<file path="config.mk">
export PLATFORM = sky130hd
export DESIGN_NAME = demux1_to_4_buf
export DESIGN_NICKNAME = d
export VERILOG_FILES = /design/src/rtl/demux1_to_4_buf.sv
export SDC_FILE = /design/constraint.sdc
export NUM_CORES = 1
export LEC_CHECK = 0
export CAP_MARGIN = 20
export CORE_MARGIN = 4
export CORE_UTILIZATION = 45
export DETAILED_ROUTE_END_ITERATION = 7
export PLACE_DENSITY = 0.86
export SYNTH_ARGS = -nofsm -noshare
export SYNTH_HDL_FRONTEND = slang
export SYNTH_SLANG_ARGS = --single-unit
</file>
<file path="constraint.sdc">
create_clock -name clk -period 6.8 [get_ports clk]
set_clock_uncertainty 0.15 [all_clocks]
set_input_delay 1.02 -clock clk [delete_from_list [all_inputs] [get_ports clk]]
set_output_delay 1.02 -clock clk [all_outputs]
set_load 0.03 [all_outputs]
</file>
<file path="src/rtl/demux1_to_4_buf.sv">
// Registered 1-to-4 demultiplexer with valid/ready on every side.
// Each destination owns a one-entry buffer and a wrapping delivery counter.
module demux1_to_4_buf #(
    parameter int WIDTH = 16,
    parameter int CNT_W = 8
) (
    input  logic             clk,
    input  logic             rst,
    input  logic             in_valid,
    output logic             in_ready,
    input  logic [WIDTH-1:0] in_data,
    input  logic [1:0]       in_sel,
    output logic [3:0]       out_valid,
    input  logic [3:0]       out_ready,
    output logic [WIDTH-1:0] out_data0,
    output logic [WIDTH-1:0] out_data1,
    output logic [WIDTH-1:0] out_data2,
    output logic [WIDTH-1:0] out_data3,
    output logic [CNT_W-1:0] cnt0,
    output logic [CNT_W-1:0] cnt1,
    output logic [CNT_W-1:0] cnt2,
    output logic [CNT_W-1:0] cnt3
);

    logic [3:0]       r_valid;
    logic [WIDTH-1:0] r_data [4];
    logic [CNT_W-1:0] r_cnt  [4];

    logic       w_accept;
    logic [3:0] w_load;
    logic [3:0] w_drain;

    // A full buffer can still accept when its destination drains this cycle.
    assign in_ready = !rst && (!r_valid[in_sel] || out_ready[in_sel]);
    assign w_accept = in_valid && in_ready;
    assign w_load   = w_accept ? (4'b0001 << in_sel) : 4'b0000;
    assign w_drain  = r_valid & out_ready;

    always_ff @(posedge clk or posedge rst) begin
        if (rst) begin
            r_valid <= 4'b0000;
            for (int k = 0; k < 4; k++) begin
                r_data[k] <= '0;
                r_cnt[k]  <= '0;
            end
        end else begin
            r_valid <= w_load | (r_valid & ~out_ready);
            for (int k = 0; k < 4; k++) begin
                if (w_load[k]) begin
                    r_data[k] <= in_data;
                end
                if (w_drain[k]) begin
                    r_cnt[k] <= r_cnt[k] + CNT_W'(1);
                end
            end
        end
    end

    assign out_valid = r_valid;
    assign out_data0 = r_data[0];
    assign out_data1 = r_data[1];
    assign out_data2 = r_data[2];
    assign out_data3 = r_data[3];
    assign cnt0      = r_cnt[0];
    assign cnt1      = r_cnt[1];
    assign cnt2      = r_cnt[2];
    assign cnt3      = r_cnt[3];

endmodule

</file>
==> run metrics <==
most common cell after layout, fill and taps aside=clkdlybuf4s50_1; post-route cell area=5550 sq um; CTS H-tree depth=3; worst r2r path cells=2; Final min period=4.22 ns; crit path max fanout=8; Reg2Reg Setup Slack=4.73 ns; Post-CTS Setup Repair Bufs=0; PwrDens=344 nW/um^2; Worst-Skew Late Latency=0.36 ns; Port Buffers=125; Yosys Warn Count=0; # rows=34; Die ar.=10400 sq um; setup TNS=0 ns; max_slew headroom=31.6%; nets@finish=430; Peak VDD IR=179 uV; clock network power share=20.2%; Sw Pwr=691 uW; Worst Path Buf+Inv=2; global-route wire length before repair=14100 um; DP Cell Count=498; synthesis-to-finish area growth=39.1%; Mapped Nets=299; post_cts resized=0; status=finished clean; Netlist cell types=31; unrepaired setup endpoints after global routing=false; max cap viols=0; Worst Setup Path Type=in -> out; post-route ant nets=0; crit path cell chain=clkdlybuf4s50_1 > or3b_2 > a21boi_0 > nor4_1 > clkdlybuf4s50_1; die height=102 um; initial antenna violation count=0; Util after Layout=63.9%; core footprint=8680 sq um; CP Launch Point=in_sel[0]; dpl hpwl=6280 um; Leakage Power=2.39 nW; syn avg cell area=14.8 sq um; reg2reg start=out_valid[2]; Ports=126; initial core utilization=46.0%; Least-Margin Pin Slew=1.02 ns; Post-CTS Hold Buffers=0; Switching Fraction=36.2%; CP max stage delay=0.59 ns; Post-Synthesis Cells=270; GPL Wtd Cong=0.786; Pre-Repair DR Iteration Count=4; commonest non-fill, non-tap cells in the layout=clkdlybuf4s50_1 (125), dfrtp_1 (100), mux2_2 (68), nand2_1 (20), xnor2_1 (20); CTS tree=done; Flop pwr share=42.6%; #FFs+latches synth=100; Tot GR Track Use=17.4%; Crit path depth=5; WP data required=5.63 ns; Comb pwr share=37.1%; CP endpoint=in_ready; final non-filler cell total=514; root buf cell=clkbuf_8; crit end category=output port; Slew Limit Fails=0; drt total wl=8750 um; vias in the first global route=2744; crit path DAT=3.05 ns; CTS Buf Count=9; Placement Cell Area=5340 sq um; Setup WS pre-CTS=2.60 ns; final setup vio count=0; fmax=0.237 GHz; Avg WL per Cell=17.0 um; EDFF count, synth=0; post-synthesis sequential area ratio=62.7%; ant diodes=0; DR DRC count=0; floorplan die width=102 um; cell internal pwr=1.22 mW; setup ws final=2.58 ns; Longest Clk Path Bufs=2; Synth async-reset ratio=100%; ys flop type=dfrtp_1; Overflow after GRT=0; cell family with most CP delay=buffers and inverters; layout cells sized above 1=22.9%; Iteration-0 DRC Markers=50; Startpoint Class=primary input; clk slew on worst S/H paths=0.10 ns; DR vias=2595; detail-routed via count per cell=5.05; post-synthesis cell area=3990 sq um; largest net degree at the start of global routing=62; CP max-delay cell=clkdlybuf4s50_1; most used cell, CP=clkdlybuf4s50_1; Final Hold Fails=0; Final Cycle Share=62.1%; Hold Path Class=reg -> reg; r2r endpoint=out_data2[6]; clk sinks=100
-- flip-flops by register name, summed over array words and instances (netlist names) --
signal	flops
cnt0	8
cnt1	8
cnt2	8
cnt3	8
out_data0	16
out_data1	16
out_data2	16
out_data3	16
out_valid	4
-- final cells by class --
class / instances / area [sq um]
Fill cell: 671 / 3130
Sequential cell: 100 / 2500
Multi-Input combinational cell: 162 / 1440
Timing Repair Buffer: 126 / 1260
Tap cell: 108 / 135
Clock buffer: 9 / 124
Clock inverter: 7 / 81.3
Inverter: 2 / 10.0
-- metal layers --
layer | part of all wire, % | GRT usage (%) | vias up
met5 | 0 | 0 | -
met4 | 1.2 | 4.94 | 0
met3 | 8.3 | 6.48 | 10
met2 | 49 | 29.0 | 80
met1 | 41 | 21.4 | 1295
li1 | - | - | 1210
-- how the worst min path moves through the flow --
| stage | startpoint | to | cells after the start |
|---|---|---|---|
| final | cnt3[7] | cnt3[7] | 1 |
| after global routing | cnt3[7] | cnt3[7] | 1 |
| after CTS | cnt3[7] | cnt3[7] | 1 |
| after detailed placement | cnt3[7] | cnt3[7] | 1 |
| after global placement | cnt3[7] | cnt3[7] | 1 |
| after floorplan | cnt3[7] | cnt3[7] | 1 |
-- metrics by stage --
stage                     power [mW]  hold slack (ns)
after CTS                       1.93            0.328
after detailed placement        1.54            0.313
final                           1.91            0.317
after global routing            2.01            0.335
after global placement          1.52            0.309
after floorplan                 1.21            0.499
-- cells by family after synthesis --
logic type | synth area share [%]
DFF | 62.7
muxes | 19.2
and+or+nand+nor | 8.53
xor gates and xnor gates | 6.15
buffers and inverters | 1.22
adders and majority gates | 1.25
AOI/OAI and AO/OA | 0.910
-- cell usage after synthesis, types with 2 or more instances --
library cell / count / area, sq um
and3_1: 5 / 31.3
and4_1: 4 / 35.0
buf_2: 3 / 15.0
dfrtp_1: 100 / 2500
ha_1: 4 / 50.1
inv_1: 2 / 7.51
mux2_2: 68 / 766
nand2_1: 20 / 75.1
nand2b_1: 3 / 18.8
nand3_1: 3 / 15.0
nand4_1: 6 / 37.5
nor2_1: 4 / 15.0
nor3_1: 4 / 20.0
xnor2_1: 20 / 175
xor2_1: 8 / 70.1
-- worst reg2reg max path: stages, from the launching register on --
cell	delay, ns
dfrtp_1	0.48
a211oi_4	0.89
mux2_2	0.44
-- power by group through the flow --
stage                     Clock, mW  Combinational, mW  Sequential, mW
after global placement            0              0.702           0.818
after floorplan                   0              0.145            1.06
after global routing          0.424              0.749           0.832
after detailed placement          0              0.716           0.827
final                         0.386              0.709           0.814
after CTS                     0.399              0.719           0.816
No activity file was read; power rests on OpenSTA's default activity.
